File: src/rtl/button_press_classifier_if.sv
// Key-side bundle for one button_press_classifier: debounced level in, classified events out.
interface button_press_classifier_if;
  logic btn_in;
  logic press_o;
  logic short_pulse;
  logic long_pulse;
  logic double_pulse;
  logic busy;

  modport master (
    output btn_in,
    input  press_o, short_pulse, long_pulse, double_pulse, busy
  );

  modport slave (
    input  btn_in,
    output press_o, short_pulse, long_pulse, double_pulse, busy
  );
endinterface

File: src/rtl/button_press_classifier.sv
// Turns one key's debounced level into single-cycle short / long / double press pulses.
module button_press_classifier #(
  parameter bit          ACTIVE_LOW  = 1'b1,
  parameter int unsigned LONG_CYCLES = 50000000,
  parameter int unsigned GAP_CYCLES  = 12500000,
  parameter int unsigned CNT_W       = 26
) (
  input  logic                      clk,
  input  logic                      rst_n,
  button_press_classifier_if.slave  bus
);

  localparam logic [CNT_W-1:0] LONG_LAST = CNT_W'(LONG_CYCLES - 1);
  localparam logic [CNT_W-1:0] GAP_LAST  = CNT_W'(GAP_CYCLES - 1);
  localparam logic [CNT_W-1:0] CNT_ONE   = CNT_W'(1);

  typedef enum logic [2:0] {
    IDLE      = 3'd0,
    PRESS1    = 3'd1,
    WAIT_GAP  = 3'd2,
    PRESS2    = 3'd3,
    HELD_LONG = 3'd4
  } state_t;

  state_t           state;
  logic [CNT_W-1:0] cnt;
  logic             s0;
  logic             s1;
  logic             short_q;
  logic             long_q;
  logic             double_q;
  logic             rise;
  logic             fall;

  // Edges are taken from the registered pair, so btn_in never reaches an output combinationally.
  assign rise = s0 & ~s1;
  assign fall = ~s0 & s1;

  always_ff @(posedge clk or negedge rst_n) begin
    if (!rst_n) begin
      state    <= IDLE;
      cnt      <= '0;
      s0       <= 1'b0;
      s1       <= 1'b0;
      short_q  <= 1'b0;
      long_q   <= 1'b0;
      double_q <= 1'b0;
    end else begin
      s0       <= bus.btn_in ^ ACTIVE_LOW;
      s1       <= s0;
      short_q  <= 1'b0;
      long_q   <= 1'b0;
      double_q <= 1'b0;
      case (state)
        IDLE: begin
          if (rise) begin
            state <= PRESS1;
            cnt   <= '0;
          end
        end
        PRESS1: begin
          if (fall) begin
            state <= WAIT_GAP;
            cnt   <= '0;
          end else if (cnt == LONG_LAST) begin
            state  <= HELD_LONG;
            long_q <= 1'b1;
          end else begin
            cnt <= cnt + CNT_ONE;
          end
        end
        // A rise on the final gap cycle still wins over the timeout.
        WAIT_GAP: begin
          if (rise) begin
            state <= PRESS2;
            cnt   <= '0;
          end else if (cnt == GAP_LAST) begin
            state   <= IDLE;
            short_q <= 1'b1;
          end else begin
            cnt <= cnt + CNT_ONE;
          end
        end
        PRESS2: begin
          if (fall) begin
            state    <= IDLE;
            double_q <= 1'b1;
          end else if (cnt == LONG_LAST) begin
            state  <= HELD_LONG;
            long_q <= 1'b1;
          end else begin
            cnt <= cnt + CNT_ONE;
          end
        end
        HELD_LONG: begin
          if (fall) begin
            state <= IDLE;
          end
        end
        default: begin
          state <= IDLE;
          cnt   <= '0;
        end
      endcase
    end
  end

  assign bus.press_o      = s0;
  assign bus.short_pulse  = short_q;
  assign bus.long_pulse   = long_q;
  assign bus.double_pulse = double_q;
  assign bus.busy         = (state != IDLE);

endmodule

File: src/flat_wrapper.sv
// flat-port wrapper written by rule: the top's interface ports become plain ports
module button_press_classifier_flat 
#(
  parameter bit          ACTIVE_LOW  = 1'b1,
  parameter int unsigned LONG_CYCLES = 50000000,
  parameter int unsigned GAP_CYCLES  = 12500000,
  parameter int unsigned CNT_W       = 26
)
  (clk, rst_n, bus_btn_in, bus_press_o, bus_short_pulse, bus_long_pulse, bus_double_pulse, bus_busy);
  button_press_classifier_if bus_i ();
  input  logic clk;
  input  logic rst_n;
  input wire logic [$bits(bus_i.btn_in)-1:0] bus_btn_in;
  output wire logic [$bits(bus_i.press_o)-1:0] bus_press_o;
  output wire logic [$bits(bus_i.short_pulse)-1:0] bus_short_pulse;
  output wire logic [$bits(bus_i.long_pulse)-1:0] bus_long_pulse;
  output wire logic [$bits(bus_i.double_pulse)-1:0] bus_double_pulse;
  output wire logic [$bits(bus_i.busy)-1:0] bus_busy;
  assign bus_i.btn_in = bus_btn_in;
  assign bus_press_o = bus_i.press_o;
  assign bus_short_pulse = bus_i.short_pulse;
  assign bus_long_pulse = bus_i.long_pulse;
  assign bus_double_pulse = bus_i.double_pulse;
  assign bus_busy = bus_i.busy;
  button_press_classifier #(.ACTIVE_LOW(ACTIVE_LOW), .LONG_CYCLES(LONG_CYCLES), .GAP_CYCLES(GAP_CYCLES), .CNT_W(CNT_W)) u_core (.clk(clk), .rst_n(rst_n), .bus(bus_i));
endmodule
File: config.mk
export PLATFORM = sky130hd
export DESIGN_NAME = button_press_classifier_flat
export DESIGN_NICKNAME = d
export VERILOG_FILES = /design/src/rtl/button_press_classifier_if.sv /design/src/rtl/button_press_classifier.sv /design/src/flat_wrapper.sv
export SDC_FILE = /design/constraint.sdc
export NUM_CORES = 1
export LEC_CHECK = 0
export ABC_AREA = 1
export ABC_CLOCK_PERIOD_IN_PS = 1550
export CAP_MARGIN = 20
export CELL_PAD_IN_SITES_DETAIL_PLACEMENT = 1
export CELL_PAD_IN_SITES_GLOBAL_PLACEMENT = 2
export CORE_ASPECT_RATIO = 1.5
export CORE_MARGIN = 2
export CORE_UTILIZATION = 31
export DETAILED_ROUTE_END_ITERATION = 16
export HOLD_SLACK_MARGIN = 0.06
export PLACE_DENSITY_LB_ADDON = 0.1
export SLEW_MARGIN = 20
export SYNTH_ARGS = -nofsm -noshare
export SYNTH_HDL_FRONTEND = slang
export SYNTH_SLANG_ARGS = --single-unit
File: constraint.sdc
create_clock -name clk -period 1.55 [get_ports clk]
set_input_delay 0.2325 -clock clk [delete_from_list [all_inputs] [get_ports clk]]
set_output_delay 0.2325 -clock clk [all_outputs]
set_load 0.01 [all_outputs]
# ---- After elaboration in Yosys (flattened, before gate mapping)
# Cells that the tools add are included.
dict set report word_totals {
  elab_cells 53
  output_inout_bits 5
  inputBits 3
  register_bits 34
}
dict set report classes {
  n_eq_ne 11
  addsub 1
  bitwise 6
  muxes 23
  n_reduce_logical 5
}
# operator count
set ops {}
lappend ops {{2-to-1 mux 26 bit} 6}
lappend ops {{case mux 26 bit (5 select lines)} 1}
lappend ops {{adder 26 x 1 -> 26 bit (second input constant)} 1}
lappend ops {{equality test 26 x 24 -> 1 bit (second input constant)} 1}
lappend ops {{equality test 26 bit (second input constant)} 1}
lappend ops {{2-to-1 mux 3 bit} 7}
lappend ops {{case mux 3 bit (5 select lines)} 1}
lappend ops {{2-to-1 mux 1 bit} 8}
lappend ops {{equality test 3 x 2 -> 1 bit (second input constant)} 2}
lappend ops {{!= test 2 x 1 -> 1 bit (second input constant)} 2}
lappend ops {{NOT 1 bit} 4}
lappend ops {{AND reduction 4 bit} 1}
lappend ops {{equality test 3 x 1 -> 1 bit (second input constant)} 1}
lappend ops {{equality test 3 bit (second input constant)} 1}
lappend ops {{logical NOT 3 bit} 1}
lappend ops {{!= test 3 x 1 -> 1 bit (second input constant)} 1}
lappend ops {{!= test 3 x 2 -> 1 bit (second input constant)} 1}
lappend ops {{AND reduction 3 bit} 1}
lappend ops {{nonzero test 3 bit} 1}
lappend ops {{AND 1 bit} 2}
lappend ops {{!= test 2 bit (second input constant)} 1}
lappend ops {{OR reduction 2 bit} 1}

# ---- Logic depth before layout (Yosys ltp)
# Gate-level depths: netlist (run 1).
dict set report logic_depth {
  depth_word 4
  mapped_depth 13
  ltp_nobuf 13
}

# ---- Worst setup path after synthesis (run 1)
# OpenSTA, ideal clock, no wires.
dict set report synth_timing {
  path_kind {reg-to-reg}
  from {register u_core.cnt[0]}
  to {register u_core.cnt[0]}
  path_buffers 1
  path_slack_ns -0.091
  arrival_ns 1.519
  required_ns 1.428
  period_less_slack_ns 1.641
  setup_time_ns 0.122
  stages_incl_launch_ff 12
  path_cell_list {dfrtp_1 > ha_1 > nand2_1 > nor2_4 > nand2_2 > nor2_4 > nand3_4 > nand3_4 > inv_4 > buf_6 > a21oi_2 > nor2_1}
}
dict set report synth_via {
  elab_chain_len 4
  elab_cells_between_ends 11
  cone_classes {add/sub: 1; eq/ne: 3; mux: 6; reduce/logical: 1}
}
# item line_no
set synth_rtl {}
lappend synth_rtl {{start: declaration} button_press_classifier.sv:26} ;# logic [CNT_W-1:0] cnt;
lappend synth_rtl {{start signal: assignment} button_press_classifier.sv:69} ;# cnt <= cnt + CNT_ONE;
lappend synth_rtl {{start signal: assignment} button_press_classifier.sv:81} ;# cnt <= cnt + CNT_ONE;
lappend synth_rtl {{start signal: assignment} button_press_classifier.sv:92} ;# cnt <= cnt + CNT_ONE;
lappend synth_rtl {{adder 26 x 1 -> 26 bit / equality test 26 bit (equally long branches)} -}
lappend synth_rtl {{2-to-1 mux 26 bit (on tied branches)} {button_press_classifier.sv:65, button_press_classifier.sv:88, button_press_classifier.sv:77}}
lappend synth_rtl {{2-to-1 mux 26 bit (on tied branches)} {button_press_classifier.sv:85, button_press_classifier.sv:62, button_press_classifier.sv:74}}
lappend synth_rtl {{case mux 26 bit (5 select lines)} button_press_classifier.sv:54} ;# case (state)
# Several ways; a longest one is shown, not always the timed one. The select of a mux whose other input is x is not followed.
# A chain may end at the register's enable or synchronous reset.

# ---- Worst setup path after layout (run 1)
dict set report layout_timing {
  from {register u_core.cnt[1]}
  to {register u_core.cnt[7]}
}
# Same word-level chain as after synthesis.

==> flow_summary.toml, run 1 <==
[routing]
wl_per_cell_um = 15.5
vias = 2616
drt_wl_total_um = 8580
routed_via_density = 4.73
drt_first_pass_iters = 4
drc_errors = 0
detail_route.iter0.violations = 59
ant_nets = 0

[sta]
max-slew-margin-rel_pct = 67.5
fin_skew_ps = 13.3
grt_setup_unrepaired = "yes"
period_share_pct = 114
min_period_ps = 1770
worst_pin_slew_ps = 487
fmax_mhz = 564
hold_viol = 0
setup_viol = 27
fin_ws_ps = -223
drv_slew = 0

[clock_network]
cts_tree = "yes"
cts_sinks = 34
cts-root-buf = "clkbuf_8"
cts_max_path_buffers = 2
numCtsBuffers = 5
insertion_delay_ps = 300
h-tree-depth = 2
clkTransAtPathRegs_ps = 70

[synth]
syn_area_um2 = 2330
ys_ff_latch = 34
syn_area_per_cell_um2 = 6.63
synth_top_cell_area_share_pct = 36.5
synth_top_area_cell = "dfrtp_1"
ys_types = 27
yosysSeqAreaShare_pct = 36.5
syn_nets = 356
yosys-top-cells-area = "dfrtp_1 36%, nand2_1 18%, nor2_1 7.4%"
yosysWarnings = 0
synthCells = 352

[global_route]
grt_pass1_wl_um = 13400
grt_start_max_net_pins = 35
grt_util_all_layers_pct = 21.8
antenna_found_initial = 0
gr-total-overflow = 0
first_global_vias = 2743

[final_layout]
syn2layout_area_growth_pct = 52.0
drive_gt1_share_pct = 40.2
post-route-util_pct = 48.8
antenna_cells = 0
nets = 458

[power]
power_w = 0.00402
combPwrFrac_pct = 56.8
p_sw_share_pct = 42.7
switchingPower_w = 0.00172
peakVddDrop_mv = 0.978
pwr-share-seq_pct = 26.1
power_leakage_nw = 1.68
powerDensity_nw_per_um2 = 1130
p_int_w = 0.00230
clkPwrFrac_pct = 17.0

[run_status]
status = "finished with violations"
violations = "negative setup slack"

[setup_path]
crit_chain = "ha_4, nand2_4, nor2_4, nand2_2, nor2_4, nand3_4, nand3_4, buf_12, o21ai_0, nand2_2, nor2_2"
end_kind = "register"
critPathArrivalTime_ps = 1960
crit_path_start = "u_core.cnt[1]$_DFFE_PN0P_"
critPathKind = "reg2reg"
r2r-end = "u_core.cnt[7]$_DFFE_PN0P_"
reg2reg_slack_ps = -220
timing.rr.start = "u_core.cnt[1]$_DFFE_PN0P_"
cp_max_fo = 13
critical-path-max-stage-delay_ps = 420
start_kind = "register"
critPathRequiredTime_ps = 1730
crit_path_top_delay_cell = "dfrtp_2"
ff2ff_path_depth = 11

[placed_design]
hpwl_um = 6360
io_buffers = 7
gp_congestion = 0.814

[worst_hold_path]
hp-class = "in2reg"
hold_path_depth = 2
hold_end = "u_core.bus.press_o$_DFF_PN0_"
worstHoldStart = "bus_btn_in"

[floorplanning]
fp-row-count = 38
core_um2 = 7270
die_y_um = 110
dieArea_um2 = 8250
initial_core_util_pct = 32.1
fp.dieW_um = 74.8
ios = 8

[flow_run]
maxCapViolations = 0
## how the worst max path moves through the flow
stage	end	slack, ps
2_1_floorplan	u_core.cnt[5]$_DFFE_PN0P_	-40
3_3_place_gp	u_core.cnt[24]$_DFFE_PN0P_	-220
3_5_place_dp	u_core.cnt[24]$_DFFE_PN0P_	-260
4_1_cts	u_core.cnt[7]$_DFFE_PN0P_	-190
5_1_grt	u_core.cnt[1]$_DFFE_PN0P_	-320
6_report	u_core.cnt[7]$_DFFE_PN0P_	-220
## flip-flops by register name, indices dropped and copies added (netlist names)
signal                   count
u_core.cnt                  26
u_core.state                 3
u_core.bus.double_pulse      1
u_core.bus.long_pulse        1
u_core.bus.press_o           1
u_core.bus.short_pulse       1
u_core.s1                    1
## kinds of logic after synthesis
| kind of cell | share of synthesized area (%) |
|---|---|
| and+or+nand+nor | 44.7 |
| buffers and inverters | 9.65 |
| AOI/OAI and AO/OA | 8.69 |
| DFF | 36.5 |
| adders and majority gates | 0.536 |
## critical path, delay by kind of cell, from the launching register on
kind | cells | cell delay, ps
AOI/OAI and AO/OA | 1 | 100
buffers and inverters | 1 | 170
DFF | 1 | 420
adders and majority gates | 1 | 170
and+or+nand+nor | 8 | 780
## area by class of cell
cell class	instances	area [um2]
fill	948	3730
timing repair buffer	101	833
inverter	45	179
multi-input combinational	267	1470
sequential	34	857
clock buffer	6	82.6
tap	100	125
## layer usage
metal | global-route usage (%) | vias up | wire length (um)
li1 | - | 1320 | -
met1 | 24.8 | 1270 | 3530
met2 | 41.9 | 16 | 4840
met3 | 2.45 | 10 | 97
met4 | 5.48 | 0 | 110
met5 | 0 | - | 0
## stage by stage
step                      area, um2  setup WS, ps  TNS (ps)  hold WS, ps  instances
after floorplan                2360         -36.4      -108        -63.1        352
after global placement         3120          -221     -3330          310        532
after detailed placement       3120          -257     -4350          319        532
after CTS                      3360          -191     -3870          408        546
after global routing           3550          -321     -7180          431        553
final                          3550          -223     -4080          416        553
## synthesized netlist by cell type
cell and number:
a21oi_1 11, a21oi_2 1, a31o_2 1, buf_2 2
buf_4 1, buf_6 3, dfrtp_1 34, ha_1 1
inv_1 41, inv_2 2, inv_4 2, nand2_1 110
nand2_2 8, nand3_1 25, nand3_4 2, nand3b_1 1
nand4_1 13, nor2_1 46, nor2_2 9, nor2_4 4
nor3_1 5, nor4_1 1, o21ai_0 12, o21ai_1 11
o21bai_1 2, or2_0 2, or2_2 2
## cell usage in the layout (no fill, tap or decap), types with 2 or more instances in the layout
| master | netlist | layout |
|---|---|---|
| nor2_4 | 4 | 11 |
| nand4_1 | 13 | 13 |
| nand2_1 | 110 | 104 |
| dfrtp_2 | 0 | 5 |
| o21ai_1 | 11 | 6 |
| or2_2 | 2 | 2 |
| nand2_2 | 8 | 11 |
| buf_12 | 0 | 3 |
| nor3_1 | 5 | 4 |
| nor2_2 | 9 | 15 |
| a21oi_1 | 11 | 6 |
| clkbuf_8 | 0 | 6 |
| nand3_4 | 2 | 3 |
| dfrtp_1 | 34 | 29 |
| nor2_1 | 46 | 33 |
| nand3_2 | 0 | 5 |
| buf_4 | 1 | 86 |
| o21bai_1 | 2 | 2 |
| nand3_1 | 25 | 19 |
| o21ai_0 | 12 | 8 |
| o21ai_2 | 0 | 9 |
| buf_6 | 3 | 3 |
| inv_2 | 2 | 6 |
| nand2_4 | 0 | 3 |
| a21oi_2 | 1 | 5 |
| or2_0 | 2 | 2 |
| clkdlybuf4s50_1 | 0 | 4 |
| inv_1 | 41 | 37 |
## what timing repair did
action                     in CTS  in global routing
setup endpoints to repair      29                 31
hold endpoints to repair       34                  0
cloned                          0                  1
gates resized for setup        34                 36
buffers inserted                7                  6
hold buffers                    1                  0
pin swaps                       5                 12
## power groups by stage
stage	Clock, W	Combinational, W	Sequential [W]
detailed placement	0	0.00184	0.00102
global route	0.000727	0.00251	0.00106
CTS	0.000721	0.00206	0.00101
finish	0.000685	0.00228	0.00105
floorplan	0	0.00107	0.00102
global placement	0	0.00182	0.00102
(Power assumes the default switching activity.)
==> run 2, diff against run 1 <==
CORE_MARGIN = 5   (was 2)
==> flow_summary.toml, run 2 (synthesized netlist as in run 1, its figures left out) <==
[run_status]
status = "finished with violations"
violations = "negative setup slack"

[setup_path]
critPathBufInv = 3
cp_max_fo = 22
critPathRequiredTime_ps = 1760
cp_common_cell = "nand2_1"
end_kind = "register"
start_kind = "register"
crit_chain = "ha_4, nand2_4, nor2_4, buf_6, nand2_4, nor2_4, nand3_4, nand3_4, inv_6, nand2_1, nand2_1, nand2_1, inv_1"
critPathArrivalTime_ps = 2030
critPathTopFamily = "simple AND/OR/NAND/NOR gates"
critical-path-max-stage-delay_ps = 420
critPathKind = "reg2reg"
crit_path_top_delay_cell = "dfrtp_1"

[clock_network]
cts_sinks = 34
insertion_delay_ps = 300
numCtsBuffers = 5
cts_tree = "yes"
h-tree-depth = 2
cts_max_path_buffers = 2
cts-root-buf = "clkbuf_8"
clkTransAtPathRegs_ps = 80

[final_layout]
mostFrequentLayoutCells = "96 x nand2_1, 91 x buf_4, 38 x inv_1"
reg_top3 = "u_core.cnt x26, u_core.state x3"
post-route-util_pct = 50.8
antenna_cells = 0
largest_reg_flops = 26
regArea_um2 = 852
layout.cells.most_common = "nand2_1"
multi_input_area_um2 = 1530
drive_gt1_share_pct = 43.1
syn2layout_area_growth_pct = 58.3
largest-register = "u_core.cnt"
n_fill_cell = 942
nets = 465

[floorplanning]
die_y_um = 116
ios = 8
core_um2 = 7270
dieArea_um2 = 9400
initial_core_util_pct = 32.1
fp-row-count = 38
fp.dieW_um = 80.8

[power]
p_sw_share_pct = 43.3
p_int_w = 0.00237
powerDensity_nw_per_um2 = 1130
peakVddDrop_mv = 0.825
switchingPower_w = 0.00181
clkPwrFrac_pct = 17.1
power_leakage_nw = 1.78
pwr-share-seq_pct = 24.7
combPwrFrac_pct = 58.2

[sta]
worst_pin_slew_ps = 505
min_period_ps = 1820
drv_slew = 0
setup_viol = 27
fin_ws_ps = -271
hold_viol = 0
fin_skew_ps = 14.5
period_share_pct = 117
timing.hold.ws_ps = 392
max-slew-margin-rel_pct = 66.0
fmax_mhz = 549
grt_setup_unrepaired = "yes"

[routing]
drt_first_pass_iters = 4
wl_per_cell_um = 16.5
drc_errors = 0
drt_wl_total_um = 9300
ant_nets = 0
detail_route.iter0.violations = 87
vias = 2723
routed_via_density = 4.85

[placed_design]
post-place-ws_ps = -238
io_buffers = 7
gp_congestion = 0.794
hpwl_um = 6550

[global_route]
antenna_found_initial = 0
gr-total-overflow = 0
grt_util_all_layers_pct = 20.0
first_global_vias = 2812
grt_pass1_wl_um = 14100
grt_start_max_net_pins = 23

[worst_hold_path]
hp-class = "in2async"

[flow_run]
maxCapViolations = 0
[run 2: changes by cell type in the layout (fill, tap and decap cells not counted), sizes merged]
cell	delta
buf	+6
clkbuf	+2
clkinv	+1
[run 2: layer usage]
metal	wire length [um]	share of wire, %	vias to the layer above	global-route usage [%]
li1	-	-	1333	-
met5	0	0	-	0
met2	5360	58	29	38.7
met1	3520	38	1346	22.0
met4	225	2.4	0	5.75
met3	192	2.1	15	3.01
[run 2: worst paths after layout]
path,from,end,slack [ps],cells after the start
worst max-delay path,u_core.cnt[1]$_DFFE_PN0P_,u_core.cnt[19]$_DFFE_PN0P_,-270,13
worst min-delay path,rst_n,u_core.cnt[11]$_DFFE_PN0P_,390,2
worst max register to register,u_core.cnt[1]$_DFFE_PN0P_,u_core.cnt[19]$_DFFE_PN0P_,-270,13
worst min register to register,u_core.bus.press_o$_DFF_PN0_,u_core.s1$_DFF_PN0_,550,1
max in group asynchronous,rst_n,u_core.state[1]$_DFFE_PN0P_,680,3
min in group clk,bus_btn_in,u_core.bus.press_o$_DFF_PN0_,430,2
[run 2: power by group through the flow]
stage                     logic [W]  clock network (W)  registers [W]
after floorplan             0.00107                  0        0.00102
after global placement      0.00189                  0        0.00102
after detailed placement    0.00190                  0        0.00103
after CTS                   0.00204           0.000734        0.00102
after global routing        0.00263           0.000788        0.00104
final                       0.00243           0.000715        0.00103
[run 2: area by class of cell]
type | count | area share, %
Clock inverter | 1 | 0.135
Tap cell | 100 | 3.39
Timing Repair Buffer | 108 | 24.8
Sequential cell | 34 | 23.1
Inverter | 45 | 4.77
Multi-Input combinational cell | 267 | 41.5
Clock buffer | 7 | 2.34
[run 2: worst register-to-register path, stage by stage (launching register included)]
cell	delay, ps
dfrtp_1	420
ha_4	170
nand2_4	60
nor2_4	140
buf_6	130
nand2_4	60
nor2_4	110
nand3_4	90
nand3_4	160
inv_6	130
nand2_1	100
nand2_1	50
nand2_1	70
inv_1	40
[run 2: what timing repair did]
action	4_1_cts	5_1_grt
cloned	0	2
setup endpoints to repair	31	32
pin swaps	7	14
setup buffers	8	7
resized for setup	34	51
endpoints found under the hold margin	14	0
hold buffers	1	0
[run 2: metrics by stage]
stage / setup TNS [ps] / cells / power, W / area (um2)
2_1_floorplan: -108 / 352 / 0.00209 / 2360
3_3_place_gp: -2110 / 536 / 0.00291 / 3170
3_5_place_dp: -3750 / 536 / 0.00293 / 3170
4_1_cts: -2850 / 553 / 0.00379 / 3420
5_1_grt: -8620 / 562 / 0.00446 / 3690
6_report: -5910 / 562 / 0.00418 / 3690
